File: config.mk
export PLATFORM = sky130hd
export DESIGN_NAME = typing_race_scorer
export DESIGN_NICKNAME = d
export VERILOG_FILES = /design/src/rtl/typing_race_scorer.sv
export SDC_FILE = /design/constraint.sdc
export NUM_CORES = 2
export LEC_CHECK = 0
export ABC_AREA = 1
export ABC_CLOCK_PERIOD_IN_PS = 61700
export CAP_MARGIN = 20
export CORE_AREA = 2 2 363 365
export CTS_BUF_LIST = sky130_fd_sc_hd__clkbuf_8
export CTS_CLUSTER_SIZE = 14
export DETAILED_ROUTE_END_ITERATION = 8
export DIE_AREA = 0 0 365 367
export PLACE_DENSITY_LB_ADDON = 0.3
export SYNTH_ARGS = -nofsm -noshare
export SYNTH_HDL_FRONTEND = slang
export SYNTH_SLANG_ARGS = --single-unit
File: constraint.sdc
create_clock -name clk -period 61.7 [get_ports clk]
set_input_delay 9.255 -clock clk [delete_from_list [all_inputs] [get_ports clk]]
set_output_delay 9.255 -clock clk [all_outputs]
set_load 0.01 [all_outputs]
File: src/rtl/typing_race_scorer.sv
// Keystroke scoring engine for the typing race: buffers typed chars against
// the target word and tracks words, keystrokes, time, WPM and accuracy.
module typing_race_scorer #(
    parameter int MAX_LEN    = 25,
    parameter int CHAR_W     = 5,
    parameter int TIME_W     = 15,
    parameter int CNT_W      = 11,
    parameter int TICK_DIV   = 1000000,
    parameter int TIME_LIMIT = 18000,
    localparam int LW        = $clog2(MAX_LEN + 1)
) (
    input  logic                      clk,
    input  logic                      rst,
    input  logic                      start,
    input  logic                      mode,
    input  logic [TIME_W-1:0]         goal,
    input  logic                      ev_valid,
    input  logic [CHAR_W-1:0]         ev_code,
    input  logic [MAX_LEN*CHAR_W-1:0] word,
    input  logic [LW-1:0]             word_len,
    output logic                      word_adv,
    output logic [MAX_LEN*CHAR_W-1:0] typed,
    output logic [LW-1:0]             cursor,
    output logic [LW-1:0]             correct,
    output logic [TIME_W-1:0]         words_done,
    output logic [CNT_W-1:0]          total_keys,
    output logic [CNT_W-1:0]          total_correct,
    output logic [TIME_W-1:0]         elapsed,
    output logic [TIME_W-1:0]         remaining,
    output logic [9:0]                wpm,
    output logic [9:0]                acc,
    output logic                      busy,
    output logic                      finish
);

    localparam int DW  = $clog2(TICK_DIV);
    localparam int NW  = (CNT_W + 12 > TIME_W) ? CNT_W + 12 : TIME_W;
    localparam int AW  = CNT_W + 8;

    typedef enum logic [1:0] {
        S_IDLE,
        S_RUN,
        S_DONE
    } state_t;

    state_t                    state_q, state_d;
    logic                      mode_q, mode_d;
    logic [TIME_W-1:0]         goal_q, goal_d;
    logic [MAX_LEN*CHAR_W-1:0] typed_q, typed_d;
    logic [LW-1:0]             cursor_q, cursor_d;
    logic [LW-1:0]             correct_q, correct_d;
    logic [TIME_W-1:0]         words_q, words_d;
    logic [TIME_W-1:0]         elapsed_q, elapsed_d;
    logic [CNT_W-1:0]          keys_q, keys_d;
    logic [CNT_W-1:0]          tc_q, tc_d;
    logic [DW-1:0]             div_q, div_d;
    logic                      adv_q, adv_d;
    logic [9:0]                wpm_q, wpm_d;
    logic [9:0]                acc_q, acc_d;

    logic              run, fin_c;
    logic              is_letter, is_back, is_space;
    logic [LW-1:0]     cur_idx, bk_idx;
    logic [CHAR_W-1:0] tgt_c;
    logic              bonus;
    logic [CNT_W:0]    keys_inc, tc_sum, score;
    logic [TIME_W:0]   words_inc;
    logic [CNT_W-1:0]  keys_sat, tc_sat;
    logic [TIME_W-1:0] words_sat;
    logic [NW-1:0]     wpm_num, wpm_quo;
    logic [AW-1:0]     acc_num, acc_quo;

    assign run       = (state_q == S_RUN);
    assign fin_c     = (elapsed_q == TIME_W'(TIME_LIMIT))
                     || (!mode_q && elapsed_q >= goal_q)
                     || (mode_q && words_q >= goal_q);

    assign is_letter = (ev_code != '0) && (ev_code <= CHAR_W'(26));
    assign is_back   = (ev_code == CHAR_W'(27));
    assign is_space  = (ev_code == CHAR_W'(28));

    // Clamp so the part-select stays in range when the buffer is full.
    assign cur_idx   = (cursor_q < LW'(MAX_LEN)) ? cursor_q : '0;
    assign bk_idx    = cursor_q - LW'(1);
    assign tgt_c     = word[cur_idx*CHAR_W +: CHAR_W];
    assign bonus     = (correct_q == word_len) && (cursor_q == word_len);

    assign keys_inc  = {1'b0, keys_q} + (CNT_W+1)'(1);
    assign keys_sat  = keys_inc[CNT_W] ? '1 : keys_inc[CNT_W-1:0];
    assign tc_sum    = {1'b0, tc_q} + (CNT_W+1)'(correct_q)
                     + (CNT_W+1)'(bonus);
    assign tc_sat    = tc_sum[CNT_W] ? '1 : tc_sum[CNT_W-1:0];
    assign words_inc = {1'b0, words_q} + (TIME_W+1)'(1);
    assign words_sat = words_inc[TIME_W] ? '1 : words_inc[TIME_W-1:0];

    // The word in progress counts toward the live score.
    assign score     = {1'b0, tc_q} + (CNT_W+1)'(correct_q);
    assign wpm_num   = NW'(score) * NW'(1200);
    assign wpm_quo   = (elapsed_q == '0) ? '0 : wpm_num / NW'(elapsed_q);
    assign acc_num   = AW'(score) * AW'(100);
    assign acc_quo   = (keys_q == '0) ? '0 : acc_num / AW'(keys_q);

    always_comb begin
        state_d   = state_q;
        mode_d    = mode_q;
        goal_d    = goal_q;
        typed_d   = typed_q;
        cursor_d  = cursor_q;
        correct_d = correct_q;
        words_d   = words_q;
        elapsed_d = elapsed_q;
        keys_d    = keys_q;
        tc_d      = tc_q;
        div_d     = div_q;
        adv_d     = 1'b0;
        wpm_d     = wpm_q;
        acc_d     = acc_q;

        unique case (state_q)
            S_IDLE:  if (start) state_d = S_RUN;
            S_RUN:   if (fin_c) state_d = S_DONE;
            S_DONE:  if (start) state_d = S_RUN;
            default: state_d = S_IDLE;
        endcase

        if (run) begin
            wpm_d = (wpm_quo > NW'(1023)) ? 10'd1023 : wpm_quo[9:0];
            acc_d = (acc_quo > AW'(100)) ? 10'd100 : acc_quo[9:0];

            if (div_q == DW'(TICK_DIV - 1)) begin
                div_d = '0;
                if (elapsed_q != TIME_W'(TIME_LIMIT))
                    elapsed_d = elapsed_q + TIME_W'(1);
            end else begin
                div_d = div_q + DW'(1);
            end

            if (ev_valid) begin
                unique case (1'b1)
                    is_letter: begin
                        if (cursor_q < LW'(MAX_LEN)) begin
                            typed_d[cur_idx*CHAR_W +: CHAR_W] = ev_code;
                            cursor_d = cursor_q + LW'(1);
                            keys_d   = keys_sat;
                            if (cursor_q == correct_q
                                && cursor_q < word_len
                                && ev_code == tgt_c)
                                correct_d = correct_q + LW'(1);
                        end
                    end
                    is_back: begin
                        if (cursor_q != '0) begin
                            typed_d[bk_idx*CHAR_W +: CHAR_W] = '0;
                            cursor_d = bk_idx;
                            if (correct_q == cursor_q)
                                correct_d = correct_q - LW'(1);
                        end
                    end
                    is_space: begin
                        if (cursor_q != '0) begin
                            keys_d    = keys_sat;
                            words_d   = words_sat;
                            tc_d      = tc_sat;
                            adv_d     = 1'b1;
                            typed_d   = '0;
                            cursor_d  = '0;
                            correct_d = '0;
                        end
                    end
                    default: ;
                endcase
            end
        end

        if (start) begin
            state_d   = S_RUN;
            mode_d    = mode;
            goal_d    = goal;
            typed_d   = '0;
            cursor_d  = '0;
            correct_d = '0;
            words_d   = '0;
            elapsed_d = '0;
            keys_d    = '0;
            tc_d      = '0;
            div_d     = '0;
            adv_d     = 1'b0;
            wpm_d     = '0;
            acc_d     = '0;
        end
    end

    always_ff @(posedge clk) begin
        if (!rst) begin
            state_q   <= S_IDLE;
            mode_q    <= 1'b0;
            goal_q    <= '0;
            typed_q   <= '0;
            cursor_q  <= '0;
            correct_q <= '0;
            words_q   <= '0;
            elapsed_q <= '0;
            keys_q    <= '0;
            tc_q      <= '0;
            div_q     <= '0;
            adv_q     <= 1'b0;
            wpm_q     <= '0;
            acc_q     <= '0;
        end else begin
            state_q   <= state_d;
            mode_q    <= mode_d;
            goal_q    <= goal_d;
            typed_q   <= typed_d;
            cursor_q  <= cursor_d;
            correct_q <= correct_d;
            words_q   <= words_d;
            elapsed_q <= elapsed_d;
            keys_q    <= keys_d;
            tc_q      <= tc_d;
            div_q     <= div_d;
            adv_q     <= adv_d;
            wpm_q     <= wpm_d;
            acc_q     <= acc_d;
        end
    end

    assign remaining     = mode_q
        ? ((words_q >= goal_q) ? '0 : goal_q - words_q)
        : ((elapsed_q >= goal_q) ? '0 : goal_q - elapsed_q);

    assign word_adv      = adv_q;
    assign typed         = typed_q;
    assign cursor        = cursor_q;
    assign correct       = correct_q;
    assign words_done    = words_q;
    assign total_keys    = keys_q;
    assign total_correct = tc_q;
    assign elapsed       = elapsed_q;
    assign wpm           = wpm_q;
    assign acc           = acc_q;
    assign busy          = (state_q == S_RUN);
    assign finish        = (state_q == S_DONE);

endmodule

# [Word-level counts from Yosys, hierarchy flattened]
# Index checks and enable logic that the tools add are counted.
[word_totals] ff_bits=246 inputBits=155 wordCells=132
[op_classes] n_addsub=14 n_mul=4 div=2 magnitude_cmp=7 eq_ne=20 n_shift=5 mux=34 bitwise=5 reduce_logical=26
[ops] cell="$mux W125" n=3
[ops] cell="$pmux W125 S3" n=1
[ops] cell="$bwmux W125" n=2
[ops] cell="$shift A5 B34 Y125 const A" n=2
[ops] cell="$shiftx A125 B9 Y5" n=1
[ops] cell="$shiftx A5 B34 Y125" n=1
[ops] cell="$shiftx A5 B34 Y125 const A" n=1
[ops] cell="$neg A8 Y34" n=2
[ops] cell="$mux W15" n=4
[ops] cell="$mux W11" n=4
[ops] cell="$mux W5" n=8
[ops] cell="$ge A15 B15 Y1" n=2
[ops] cell="$pmux W5 S3" n=2
[ops] cell="$sub A15 B15 Y15" n=2
[ops] cell="$eq A5 B5 Y1" n=5
[ops] cell="$div A23 B15 Y23" n=1
[ops] cell="$gt A23 B10 Y1 const B" n=1
[ops] cell="$mux W23" n=1
[ops] cell="$pmux W11 S2" n=1
[ops] cell="$add A20 B1 Y20 const B" n=1
[ops] cell="$eq A20 B20 Y1 const B" n=1
[ops] cell="$mux W10" n=2
[ops] cell="$mux W20" n=1
[ops] cell="$div A19 B11 Y19" n=1
[ops] cell="other kinds (43)" n=67

# [Depth between registers and ports, before layout]
[logic_depth] depth_word=9 mapped_depth=417

# [Least setup slack after synthesis]
# No wires, ideal clock.
[synth_path] path_type="reg-to-reg" start="register correct_q[0] (netlist: correct[0])" end="register wpm_q[0] (netlist: wpm[0])" setup_time_ns=0.109 arrival_ns=54.677 path_slack_ns=6.914 path_stages_with_launch=400 cell_sequence="dfxtp_1 > ha_1 > fa_1 > a21o_1 > a21oi_1 > or2_2 > a21oi_1 > nand2_1 > nor4_1 > xor2_1 > inv_1 > ha_1 > ha_1 > fa_1 > inv_1 > fa_1 > inv_1 > ha_1 > [364 not listed] > o21ai_0 > ha_1 > a21oi_1 > o21ai_0 > o21ai_0 > a21oi_1 > o211ai_1 > nand3_1 > a21oi_1 > nand2_1 > nor2_1 > nand2_1 > nor2_1 > nand2_1 > nand2_1 > nand3_1 > nand2_1 > inv_1"
[synth_via] elab_chain_len=6
[synth_rtl] item="from (decl)" line_no="51" source="logic [LW-1:0] correct_q, correct_d;"
[synth_rtl] item="from (signal assigned)" line_no="215" source="correct_q <= correct_d;"
[synth_rtl] item="$add A11 B5 Y12 *" line_no="97" source="assign score = {1'b0, tc_q} + (CNT_W+1)'(correct_q);"
[synth_rtl] item="$mul A12 B7 Y19 *" line_no="98" source="assign wpm_num = NW'(score) * NW'(1200);"
[synth_rtl] item="$div A23 B15 Y23 *" line_no="99" source="assign wpm_quo = (elapsed_q == '0) ? '0 : wpm_num / NW'(elapsed_q);"
[synth_rtl] item="$mux W23 *" line_no="99"
[synth_rtl] item="$gt A23 B10 Y1" line_no="127" source="wpm_d = (wpm_quo > NW'(1023)) ? 10'd1023 : wpm_quo[9:0];"
[synth_rtl] item="$mux W10 *" line_no="127"
[synth_rtl] item="to (signal assigned)" line_no="222" source="wpm_q <= wpm_d;"
[synth_rtl] item="to (decl)" line_no="58" source="logic [9:0] wpm_q, wpm_d;"
# Every way passes the cells marked *; elsewhere a longest branch is shown, timed or not.
# A chain may end at the register's enable or synchronous reset.

# [Worst setup path in the final report]
# Ends and elaborated chain as after synthesis.

==> flow_metrics.env <==
export IMPL_grt_pass1_wl_mm=214.7
export IMPL_ant_nets=0
export IMPL_drt_iter0_drc=2404
export IMPL_grt_max_degree=174
export IMPL_hold_class="reg -> reg"
export IMPL_setup_viol=0
export IMPL_place_congestion=0.9156
export IMPL_required_ps=62310
export IMPL_maxCapViolations=0
export IMPL_cts_sinks=246
export IMPL_wl_mm=136.7
export IMPL_ys_seq_area_share_pct=12.73
export IMPL_critPathMaxFanout=26
export IMPL_maxSlewViolCount=0
export IMPL_cts_made_buffers=50
export IMPL_crit_start="correct[0]"
export IMPL_synthFlopType="dfxtp_1"
export IMPL_layout_cells_most_common="nand2_1"
export IMPL_cp_end_kind="register"
export IMPL_ys_seq_elements=246
export IMPL_route_detailed_drc=0
export IMPL_layout_drive_gt1_share_pct=6.186
export IMPL_holdCritStartpoint="acc[9]"
export IMPL_viasPerCell=4.990
export IMPL_max_slew_margin_pct=29.08
export IMPL_area_growth_pct=19.48
export IMPL_synth_area_leader_cell="ha_1"
export IMPL_num_rows=133
export IMPL_track_usage_pct=19.65
export IMPL_synth_edf_count=0
export IMPL_core_mm2=0.1305
export IMPL_cp_slowest_stage_delay_ps=500
export IMPL_die_w_um=365
export IMPL_synthCells=6194
export IMPL_synth_area_per_cell_um2=6.245
export IMPL_grt_overflow=0
export IMPL_syn_num_nets=6925
export IMPL_fin_util_pct=35.43
export IMPL_grt_pass1_vias=39940
export IMPL_root_buffer="clkbuf_8"
export IMPL_cts_htree_levels=2
export IMPL_clock_fmax_mhz=17.91
export IMPL_first_pass_iters=6
export IMPL_yosysWarnings=0
export IMPL_worstSkewPairLatency_ps=710
export IMPL_clk_pin_slew_worst_paths_ps=60
export IMPL_cts_hold_buf=0
export IMPL_finClkSkew_ps=38.46
export IMPL_hpwlAfterDp_mm=106.7
export IMPL_ios=380
export IMPL_cts_max_path_buffers=3
export IMPL_r2r_start="correct[0]"
export IMPL_final_cell_mix="nand2_1, inv_1, nor2_1"
export IMPL_portBuffers=379
export IMPL_yosys_top_cells_area="ha_1, nand2_1, dfxtp_1"
export IMPL_cts_tree="built"
export IMPL_synthArstFlopShare_pct=0
export IMPL_nets=7323
export IMPL_max_slew_worst_pin_slew_ps=1054
export IMPL_vias=41840
export IMPL_initial_core_util_pct=29.65
export IMPL_synth_top_area_share_pct=17.76
export IMPL_cp_arrival_ps=56450
export IMPL_post_route_min_period_ps=55850
export IMPL_antenna_found_initial=3
export IMPL_yosysUniqueCellTypes=77
export IMPL_die_area_mm2=0.1340
export IMPL_crit_type="reg -> reg"
export IMPL_synthesis_area_mm2=0.03868
export IMPL_post_drt_wl_per_cell_um=16.30
export IMPL_startpoint_type="register"
export IMPL_period_share_pct=90.51
export IMPL_path_common_cell="nand2_1"
export IMPL_dieHeight_um=367
export IMPL_critPathSlowestCell="fa_1"
export IMPL_hold_violations=0
export IMPL_outcome="finished, final reports clean"
worst paths after layout:
| path | endpoint | slack [ps] | depth (start not counted) |
|---|---|---|---|
| setup / recovery | wpm[0] | 5850 | 381 |
| hold / removal | acc[9] | 440 | 2 |
| setup reg to reg | wpm[0] | 5850 | 381 |
| hold reg to reg | acc[9] | 440 | 2 |
routing by layer:
metal | part of all wire [%] | track usage [%]
met4 | 3.2 | 6.038
met3 | 5.8 | 4.059
met5 | 0.0059 | 0
met1 | 45 | 24.77
met2 | 46 | 33.30
kinds of logic (layout without fill, tap and decap cells):
logic type,after synthesis,after routing,share of synthesized area [%]
adders and majority gates,576,576,19.15
other,0,1,0
DFF,246,246,12.73
xor gates and xnor gates,346,346,7.853
buffers and inverters,989,1415,9.807
and+or+nand+nor,2674,2680,29.96
AOI/OAI and AO/OA,1342,1344,19.95
muxes,21,21,0.5434
layout make-up:
cell class,instances,area (µm²)
sequential,246,4927
fill,14200,84240
tap,1755,2196
clock inverter,20,156.4
antenna,1,2.502
timing repair inverter,4,22.52
inverter,856,3247
clock buffer,68,935.9
timing repair buffer,467,4483
multi-input combinational,4967,30250
worst max-delay path: cells and delay by family (launching register included):
kind | cells | cell delay [ps]
AOI/OAI and AO/OA | 145 | 24410
xor gates and xnor gates | 1 | 230
adders and majority gates | 30 | 9820
buffers and inverters | 53 | 4830
DFF | 1 | 430
and+or+nand+nor | 152 | 15850
timing repair:
item / 4_1_cts / 5_1_grt
gates resized for setup: 0 / 58
endpoints found under the setup margin: 0 / 3
setup buffers: 0 / 41
synthesized netlist by cell type (62+ instances only):
cell type	instances
nand2_1	1334
inv_1	820
nor2_1	631
ha_1	549
o21ai_0	505
a21oi_1	391
nand3_1	313
dfxtp_1	246
xor2_1	184
xnor2_1	161
o22ai_1	124
clkbuf_1	108
nand4_1	88
nor3_1	83
a21o_1	62
per-stage QoR:
step | cell area [µm²] | setup TNS, ps | worst slack, ps | std cells | hold WS, ps
final | 46220 | 0 | 5853 | 8384 | 438.2
after CTS | 45570 | 0 | 316.6 | 8330 | 441.8
after global placement | 44480 | 0 | 2669 | 8242 | 428.7
after global routing | 46220 | -164.2 | -164.2 | 8384 | 452.2
after detailed placement | 44480 | 0 | 523.0 | 8242 | 431.0
after floorplan | 38680 | 0 | 6914 | 6194 | 451.4
Power is not shown: default switching activity piles up to over one toggle a cycle in this logic, so the estimate is an artifact.
